$ cat src/rtl/out_tx_pkg.sv
// Shared types and constants for the OUT-word UART transmitter.
package out_tx_pkg;

  typedef enum logic [1:0] {
    S_IDLE,
    S_START,
    S_DATA,
    S_STOP
  } tx_state_e;

  localparam int BYTES_PER_WORD = 4;

endpackage

$ cat src/rtl/out_word_fifo.sv
// Word FIFO between change detect and the UART serialiser.
module out_word_fifo #(
  parameter int DEPTH = 4,
  parameter int WIDTH = 32,
  localparam int AW = $clog2(DEPTH),
  localparam int LW = AW + 1
) (
  input  logic             CLK,
  input  logic             RST,
  input  logic             push,
  input  logic             pop,
  input  logic [WIDTH-1:0] wr_data,
  output logic [WIDTH-1:0] rd_data,
  output logic [LW-1:0]    level,
  output logic             full,
  output logic             empty
);

  logic [WIDTH-1:0] mem_q [DEPTH];
  logic [WIDTH-1:0] mem_d [DEPTH];
  logic [AW-1:0]    wr_ptr_q, wr_ptr_d;
  logic [AW-1:0]    rd_ptr_q, rd_ptr_d;
  logic [LW-1:0]    level_q, level_d;
  logic             push_ok, pop_ok;

  assign full    = (level_q == LW'(DEPTH));
  assign empty   = (level_q == '0);
  // A pop frees the slot on the same edge, so a full FIFO can still take a push.
  assign push_ok = push && (!full || pop);
  assign pop_ok  = pop && !empty;
  assign rd_data = mem_q[rd_ptr_q];
  assign level   = level_q;

  always_comb begin
    mem_d    = mem_q;
    wr_ptr_d = wr_ptr_q;
    rd_ptr_d = rd_ptr_q;
    level_d  = level_q;
    if (push_ok) begin
      mem_d[wr_ptr_q] = wr_data;
      wr_ptr_d        = wr_ptr_q + 1'b1;
    end
    if (pop_ok) begin
      rd_ptr_d = rd_ptr_q + 1'b1;
    end
    if (push_ok && !pop_ok) begin
      level_d = level_q + 1'b1;
    end else if (!push_ok && pop_ok) begin
      level_d = level_q - 1'b1;
    end
  end

  always_ff @(posedge CLK or negedge RST) begin
    if (!RST) begin
      wr_ptr_q <= '0;
      rd_ptr_q <= '0;
      level_q  <= '0;
    end else begin
      wr_ptr_q <= wr_ptr_d;
      rd_ptr_q <= rd_ptr_d;
      level_q  <= level_d;
    end
  end

  always_ff @(posedge CLK) begin
    mem_q <= mem_d;
  end

endmodule

$ cat src/rtl/out_word_uart_tx.sv
// Captures changes of the processor OUT word and sends each as 4 bytes (LSB first) over 8N1 UART.
//   state   | meaning
//   S_IDLE  | line high, waiting for a queued word
//   S_START | start bit (low)
//   S_DATA  | 8 data bits of the current byte, LSB first
//   S_STOP  | stop bit (high); then next byte or back to idle
module out_word_uart_tx
  import out_tx_pkg::*;
#(
  parameter int CLKS_PER_BIT = 16,
  parameter int FIFO_DEPTH   = 4
) (
  input  logic                        CLK,
  input  logic                        RST,
  input  logic [31:0]                 OUT_DATA,
  output logic                        TX,
  output logic                        BUSY,
  output logic [$clog2(FIFO_DEPTH):0] FIFO_LEVEL,
  output logic                        OVERFLOW
);

  localparam int CW = $clog2(CLKS_PER_BIT);

  tx_state_e         state_q, state_d;
  logic [CW-1:0]     clk_cnt_q, clk_cnt_d;
  logic [2:0]        bit_idx_q, bit_idx_d;
  logic [1:0]        byte_idx_q, byte_idx_d;
  logic [31:0]       shreg_q, shreg_d;
  logic [31:0]       last_seen_q, last_seen_d;
  logic              tx_q, tx_d;
  logic              overflow_q, overflow_d;
  logic              push_req, pop, bit_end;
  logic [7:0]        cur_byte;
  logic [31:0]       fifo_rd_data;
  logic              fifo_full, fifo_empty;

  out_word_fifo #(
    .DEPTH (FIFO_DEPTH),
    .WIDTH (32)
  ) u_fifo (
    .CLK     (CLK),
    .RST     (RST),
    .push    (push_req),
    .pop     (pop),
    .wr_data (OUT_DATA),
    .rd_data (fifo_rd_data),
    .level   (FIFO_LEVEL),
    .full    (fifo_full),
    .empty   (fifo_empty)
  );

  assign push_req    = (OUT_DATA != last_seen_q);
  assign last_seen_d = OUT_DATA;
  assign overflow_d  = overflow_q | (push_req & fifo_full & ~pop);
  assign bit_end     = (clk_cnt_q == CW'(CLKS_PER_BIT - 1));

  always_comb begin
    state_d    = state_q;
    clk_cnt_d  = clk_cnt_q;
    bit_idx_d  = bit_idx_q;
    byte_idx_d = byte_idx_q;
    shreg_d    = shreg_q;
    pop        = 1'b0;
    if (state_q != S_IDLE) begin
      clk_cnt_d = bit_end ? '0 : clk_cnt_q + 1'b1;
    end
    case (state_q)
      S_IDLE: begin
        if (!fifo_empty) begin
          pop        = 1'b1;
          shreg_d    = fifo_rd_data;
          byte_idx_d = '0;
          bit_idx_d  = '0;
          clk_cnt_d  = '0;
          state_d    = S_START;
        end
      end
      S_START: begin
        if (bit_end) begin
          bit_idx_d = '0;
          state_d   = S_DATA;
        end
      end
      S_DATA: begin
        if (bit_end) begin
          if (bit_idx_q == 3'd7) begin
            state_d = S_STOP;
          end else begin
            bit_idx_d = bit_idx_q + 1'b1;
          end
        end
      end
      S_STOP: begin
        if (bit_end) begin
          if (byte_idx_q != 2'(BYTES_PER_WORD - 1)) begin
            shreg_d    = shreg_q >> 8;
            byte_idx_d = byte_idx_q + 1'b1;
            state_d    = S_START;
          end else begin
            state_d = S_IDLE;
          end
        end
      end
      default: state_d = S_IDLE;
    endcase

    // TX is registered from the next-state view so the line changes cleanly on the edge.
    cur_byte = shreg_d[7:0];
    case (state_d)
      S_START: tx_d = 1'b0;
      S_DATA:  tx_d = cur_byte[bit_idx_d];
      default: tx_d = 1'b1;
    endcase
  end

  always_ff @(posedge CLK or negedge RST) begin
    if (!RST) begin
      state_q     <= S_IDLE;
      clk_cnt_q   <= '0;
      bit_idx_q   <= '0;
      byte_idx_q  <= '0;
      shreg_q     <= '0;
      last_seen_q <= '0;
      tx_q        <= 1'b1;
      overflow_q  <= 1'b0;
    end else begin
      state_q     <= state_d;
      clk_cnt_q   <= clk_cnt_d;
      bit_idx_q   <= bit_idx_d;
      byte_idx_q  <= byte_idx_d;
      shreg_q     <= shreg_d;
      last_seen_q <= last_seen_d;
      tx_q        <= tx_d;
      overflow_q  <= overflow_d;
    end
  end

  assign TX       = tx_q;
  assign OVERFLOW = overflow_q;
  assign BUSY     = (state_q != S_IDLE) || !fifo_empty;

endmodule

$ cat config.mk
export PLATFORM = sky130hd
export DESIGN_NAME = out_word_uart_tx
export DESIGN_NICKNAME = d
export VERILOG_FILES = /design/src/rtl/out_tx_pkg.sv /design/src/rtl/out_word_fifo.sv /design/src/rtl/out_word_uart_tx.sv
export SDC_FILE = /design/constraint.sdc
export NUM_CORES = 1
export LEC_CHECK = 0
export BUFFER_PORTS_ARGS = -buffer_cell sky130_fd_sc_hd__buf_2
export CAP_MARGIN = 20
export CORE_MARGIN = 1
export CORE_UTILIZATION = 25
export DETAILED_ROUTE_END_ITERATION = 8
export HOLD_SLACK_MARGIN = 0.15
export PLACE_DENSITY = 0.44
export SYNTH_ARGS = -nofsm -noshare
export SYNTH_HDL_FRONTEND = slang
export SYNTH_SLANG_ARGS = --single-unit
$ cat constraint.sdc
create_clock -name CLK -period 3.9 [get_ports CLK]
set_input_delay 0.585 -clock CLK [delete_from_list [all_inputs] [get_ports CLK]]
set_output_delay 0.585 -clock CLK [all_outputs]
set_load 0.005 [all_outputs]
==> results.txt, run 1 <==
Clock latency on the worst-skew pair: 0.50 ns
Hold Fails Final Rpt: 0
Core Region: 0.0327 mm^2
Post-route setup slack: 0.743 ns
Max-slew headroom: 44.9%
Cell variety after synth: 54
Rows: 66
Status: finished clean
Crit path kind: register to register
Layout cell share with drive strength beyond 1: 23.3%
Post-Syn Nets: 552
Final Setup Violations: 0
Die area: 0.0342 mm^2
Comb power frac: 2.2%
GR Overflow Total: 0
Via/cell ratio: 4.34
Pint: 0.00359 W
Pre-CTS WS: 0.303 ns
R2R depth: 9
Sum of negative setup slack: 0 ns
Total of max-cap violations: 0
Via count of the first global-routing pass: 4754
Net switching fraction of the power: 20.2%
DRC: 0
Fin Clk Skew: 0.0140 ns
Initial core utilization: 25.5%
HP Class: primary input to register
GRT Total Usage: 11.2%
Sw Pwr: 0.000910 W
Tightest Pin Transition: 0.820 ns
# nets final: 618
CTS buffer count: 22
Prevailing post-synth register cell: edfxtp_1
Pwr Density: 455 mW/mm^2
Post-cts sizing count: 0
Clock-pin transition on the worst setup and hold timing paths: 0.06 ns
WP data required: 4.28 ns
DRT iter0 DRCs: 173
Num ports: 40
Post-Syn Instances: 505
Placer Congestion: 0.767
Critical-path maximum fanout: 8
FF-to-FF Start: last_seen_q[12]
Clk root buf: clkbuf_16
Global-route wire length before repair: 28800 um
Hold path cells: 1
DP HPWL: 11900 um
Num Clock Sinks: 212
Seq/Total Area, Yosys: 71.2%
Final hold slack: 0.262 ns
Crit path launch type: register
Via count: 4462
Yosys reg bits: 212
Final Max Tran Viols: 0
Synth Warn #: 0
Number of synthesized flops with an enable pin: 128
DIE HEIGHT: 185 um
Synth-to-layout area growth: 18.6%
Synthesized area per cell: 16.5 um^2
# port buffers: 39
Ant diodes: 0
First-pass DRT Iterations: 4
Achievable Freq: 317 MHz
Avg WL per Cell: 17.7 um
Total length of routed wires: 18200 um
Arr. time, crit path: 3.54 ns
Largest net degree at the start of global routing: 50
Leak pwr: 3.62 nW
TritonCTS clock tree: built
Clock power frac: 44.4%
CP endpoint kind: register
CTS max path bufs: 3
Initial antenna violation count: 0
Crit share post-route: 81.0%
RSZ-0062 raised after global routing: false
Fraction of registers with async set/reset: 39.6%
Setup crit start: last_seen_q[12]
Routed Antenna Nets: 0
Final min period: 3.16 ns
HP Start: OUT_DATA[20]
H-Tree Depth: 1
Seq pwr share: 53.5%
Worst VDD drop: 0.222 mV
Die X: 185 um
Synthesized cell area: 0.00835 mm^2
## what timing repair did
item,CTS,global route
setup buffers,0,0
hold endpoints to repair,12,0
hold buffers,1,0
## metal layers
metal | share of wire [%] | GRT usage [%] | wire length, um
met1 | 44 | 14.3 | 8040
met2 | 51 | 19.4 | 9230
met4 | 1.7 | 3.21 | 313
met3 | 3.6 | 1.77 | 662
met5 | 0 | 0 | 0
## logic make-up (layout without fill, tap and decap cells)
family	Yosys count	in the layout	share of synthesized area, %
AO/OA/AOI/OAI	79	79	6.26
XOR/XNOR	38	38	3.98
adder cells (fa/ha/maj)	13	13	2.04
buffers and inverters	31	113	1.53
flip-flops	212	212	71.2
multiplexers	37	37	9.27
AND/OR/NAND/NOR	95	95	5.74
## metrics by stage
stage | util, % | cell area [um^2] | total power, W | std cells
2_1_floorplan | - | 8350 | 0.00248 | 505
3_3_place_gp | 28.2 | 9210 | 0.00255 | 988
3_5_place_dp | 28.2 | 9210 | 0.00255 | 988
4_1_cts | 30.3 | 9910 | 0.00457 | 1029
5_1_grt | 30.3 | 9910 | 0.00466 | 1029
6_report | 30.3 | 9910 | 0.00450 | 1029
## registers in the layout, indices dropped and copies added, names as in the netlist
register	flops
byte_idx_q	2
OVERFLOW	1
TX	1
state_q	2
u_fifo.rd_ptr_q	2
u_fifo.mem_q	128
bit_idx_q	3
clk_cnt_q	4
u_fifo.level	3
u_fifo.wr_ptr_q	2
shreg_q	32
last_seen_q	32
## power by group through the flow
stage	Sequential, W	Combinational [W]	Clock, W
6_report	0.00241	0.0000970	0.00200
5_1_grt	0.00241	0.000111	0.00214
4_1_cts	0.00241	0.000101	0.00206
3_5_place_dp	0.00245	0.0000999	0
3_3_place_gp	0.00245	0.0000962	0
2_1_floorplan	0.00245	0.0000228	0
## cell usage in the layout, fill, tap and decap left out, types with 2 or more instances in the layout
| cell type | Yosys | routed |
|---|---|---|
| clkinv_2 | 0 | 2 |
| a22o_1 | 2 | 2 |
| buf_12 | 0 | 2 |
| nor4_1 | 8 | 8 |
| clkinv_1 | 0 | 7 |
| nor2_1 | 9 | 9 |
| a22oi_1 | 18 | 18 |
| a211oi_1 | 3 | 3 |
| o31ai_1 | 2 | 2 |
| buf_4 | 1 | 20 |
| edfxtp_1 | 128 | 128 |
| mux2_2 | 3 | 3 |
| a221o_1 | 2 | 2 |
| nand4_1 | 2 | 2 |
| nand3_1 | 3 | 3 |
| ha_1 | 12 | 12 |
| nand2_1 | 50 | 50 |
| nor3b_1 | 2 | 2 |
| a21oi_1 | 2 | 2 |
| clkinvlp_4 | 0 | 2 |
| nor3_1 | 2 | 2 |
| inv_1 | 11 | 11 |
| nor2b_1 | 2 | 2 |
| o21bai_1 | 2 | 2 |
| mux4_2 | 32 | 32 |
| dfrtp_1 | 83 | 82 |
| or2_2 | 3 | 3 |
| buf_2 | 6 | 38 |
| clkbuf_1 | 11 | 3 |
| xor2_1 | 34 | 34 |
| xnor2_1 | 4 | 4 |
| clkbuf_16 | 0 | 23 |
| mux2i_1 | 2 | 2 |
| o21ai_0 | 35 | 35 |
| and2_1 | 6 | 6 |
| a222oi_1 | 2 | 2 |
## worst max-delay path, stage by stage (launching register included)
cell and delay [ns]:
dfrtp_1 0.37, xor2_1 0.17, nor4_1 0.70, nand4_1 0.32, nor2_1 0.31, nor2b_1 0.19
ha_1 0.24, inv_1 0.07, fa_1 0.40, mux2_2 0.26
## final timing paths
| path | to | slack, ns |
|---|---|---|
| worst min-delay path | last_seen_q[20] | 0.26 |
| worst max register to register | u_fifo.level[1] | 0.74 |
| worst max-delay path | u_fifo.level[1] | 0.74 |
| min in group asynchronous | last_seen_q[30] | 0.65 |
| worst min register to register | shreg_q[8] | 0.48 |
| max in group asynchronous | last_seen_q[18] | 2.47 |
## synthesized netlist by cell type, drive strengths merged (10+ instances only)
master  instances  area share, %
dfrtp          83             25
clkbuf         11           0.49
xor2           34            3.6
mux4           32            8.6
inv            12           0.54
ha             12            1.8
nor2           10           0.48
nand2          50            2.2
edfxtp        128             46
a22oi          18            1.6
o21ai          37            2.3
## area by class of cell
class / instances / area (um^2)
Timing Repair Buffer: 61 / 390
Inverter: 12 / 45.0
Clock buffer: 27 / 601
Fill cell: 3346 / 22800
Clock inverter: 13 / 90.1
Sequential cell: 212 / 5950
Tap cell: 442 / 553
Multi-Input combinational cell: 262 / 2280
No activity file was read; power rests on OpenSTA's default activity.
==> inputs of run 2 (changes only) <==
PLACE_DENSITY = 0.46   (was 0.44)
clock period = 2.61 ns   (was 3.9 ns; I/O delays follow)
==> run 2 against run 1 <==
  * Via count rose by 6.8%
  * Register-to-register slack got worse by 0.68 ns
  * Design area rose by 6.8%
  * Non-clock buffer count rose by 63
  * Routed wire length rose by 5.2%
  * Combinational power rose by 130%
  * Critical path depth rose by 2
  * Hold slack got worse by 0.094 ns
  * Sequential share of layout area fell by 3.8 points
  * Die area did not move
  * Clock power rose by 54%
  * Highest routed layer is now met5
==> results.txt, run 2 (synthesis gave the netlist of run 1 again) <==
Status: finished clean
Routed Antenna Nets: 0
DIE HEIGHT: 185 um
Top flop regs: u_fifo.mem_q x128, last_seen_q x32, shreg_q x32
CP endpoint kind: register
Clk root buf: clkbuf_16
Total length of routed wires: 19200 um
First-pass DRT Iterations: 4
DP HPWL: 12200 um
Ant diodes: 0
Crit path kind: primary input to register
Final min period: 2.58 ns
GR Overflow Total: 0
DRC: 0
Critical-path maximum fanout: 6
Final Max Tran Viols: 0
Max reg flops: 128
Biggest register: u_fifo.mem_q
Final Setup Violations: 0
Global-route wire length before repair: 30600 um
GRT Total Usage: 11.9%
Placer Congestion: 0.724
Sum of negative setup slack: 0 ns
CTS max path bufs: 3
Via/cell ratio: 4.36
Via count of the first global-routing pass: 5253
Avg WL per Cell: 17.6 um
Initial antenna violation count: 2
Final hold slack: 0.168 ns
Synth-to-layout area growth: 26.7%
# port buffers: 39
Most common library cell in the layout ignoring fill and taps: edfxtp_1
HP Class: primary input to register
Worst VDD drop: 0.302 mV
# nets final: 682
H-Tree Depth: 1
Core Region: 0.0327 mm^2
Fin Clk Skew: 0.0196 ns
Die X: 185 um
Clock-pin transition on the worst setup and hold timing paths: 0.06 ns
Design Power: 0.00691 W
DRT iter0 DRCs: 268
Initial core utilization: 25.5%
Leak pwr: 3.93 nW
TritonCTS clock tree: built
Largest net degree at the start of global routing: 42
Via count: 4766
Reg2Reg Setup Slack: 0.06 ns
Max-slew headroom: 56.8%
Layout cell share with drive strength beyond 1: 28.8%
WP data required: 2.99 ns
Rows: 66
Commonest cells after routing, fill and taps aside: edfxtp_1 (128), dfrtp_1 (82), buf_4 (52)
Die area: 0.0342 mm^2
Achievable Freq: 388 MHz
Post-route setup slack: 0.0319 ns
CTS buffer count: 23
Num ports: 40
Crit share post-route: 98.8%
Arr. time, crit path: 2.96 ns
Hold Fails Final Rpt: 0
Pwr Density: 653 mW/mm^2
Pre-CTS WS: -0.302 ns
Tightest Pin Transition: 0.648 ns
Total of max-cap violations: 0
Num Clock Sinks: 212
Crit path launch type: primary input
RSZ-0062 raised after global routing: true
Clock latency on the worst-skew pair: 0.51 ns
## run 2: cell count changes in the layout (fill, tap and decap cells not counted), sizes merged
cell         delta
clkbuf          +7
buf            +34
dlygate4sd3    +29
inv             +1
clkinvlp        -1
clkinv          -5
## run 2: path summary, 6_finish.rpt
| kind | end | depth (start not counted) | from |
|---|---|---|---|
| max in group asynchronous | shreg_q[3] | 3 | RST |
| min in group asynchronous | bit_idx_q[2] | 2 | RST |
| min reg2reg | shreg_q[21] | 2 | shreg_q[21] |
| max reg2reg | u_fifo.level[1] | 10 | last_seen_q[5] |
| min | last_seen_q[21] | 2 | OUT_DATA[21] |
| max | u_fifo.level[1] | 11 | OUT_DATA[16] |
## run 2: stage by stage
stage / cells / area (um^2) / util [%]
after floorplan: 505 / 8380 / -
after global placement: 1019 / 9480 / 29.0
after detailed placement: 1019 / 9480 / 29.0
after CTS: 1091 / 10500 / 32.2
after global routing: 1094 / 10600 / 32.4
final: 1094 / 10600 / 32.4
## run 2: metal layers
layer / GRT usage [%] / wire length, um / vias up
met5: 0 / 16 / -
met4: 3.11 / 313 / 4
li1: - / - / 2174
met1: 14.7 / 8280 / 2474
met2: 21.1 / 9850 / 86
met3: 2.18 / 741 / 28
## run 2: where the power goes
part           internal, W  switching [W]
Sequential         0.00359      0.0000111
Clock              0.00180        0.00129
Combinational     0.000103       0.000123
Total              0.00549        0.00143
## run 2: repair_timing
item,CTS,global route
buffers inserted,0,3
endpoints found under the hold margin,107,0
setup endpoints to repair,76,4
hold buffers,30,0
pin swaps,5,4
gates resized for setup,6,7
## run 2: layout make-up
type	count	area [um^2]
fill	3247	22100
sequential	212	5950
multi-input combinational	262	2370
timing repair buffer	124	961
clock buffer	34	637
tap	442	553
clock inverter	8	73.8
inverter	12	45.0
## run 2: critical path, stage by stage
cell	delay, ns
dlygate4sd3_1	0.55
buf_2	0.16
xor2_1	0.15
nor4_2	0.37
nand4_1	0.18
nor2_2	0.20
nor2b_2	0.08
ha_4	0.16
inv_2	0.05
fa_1	0.40
mux2_2	0.27
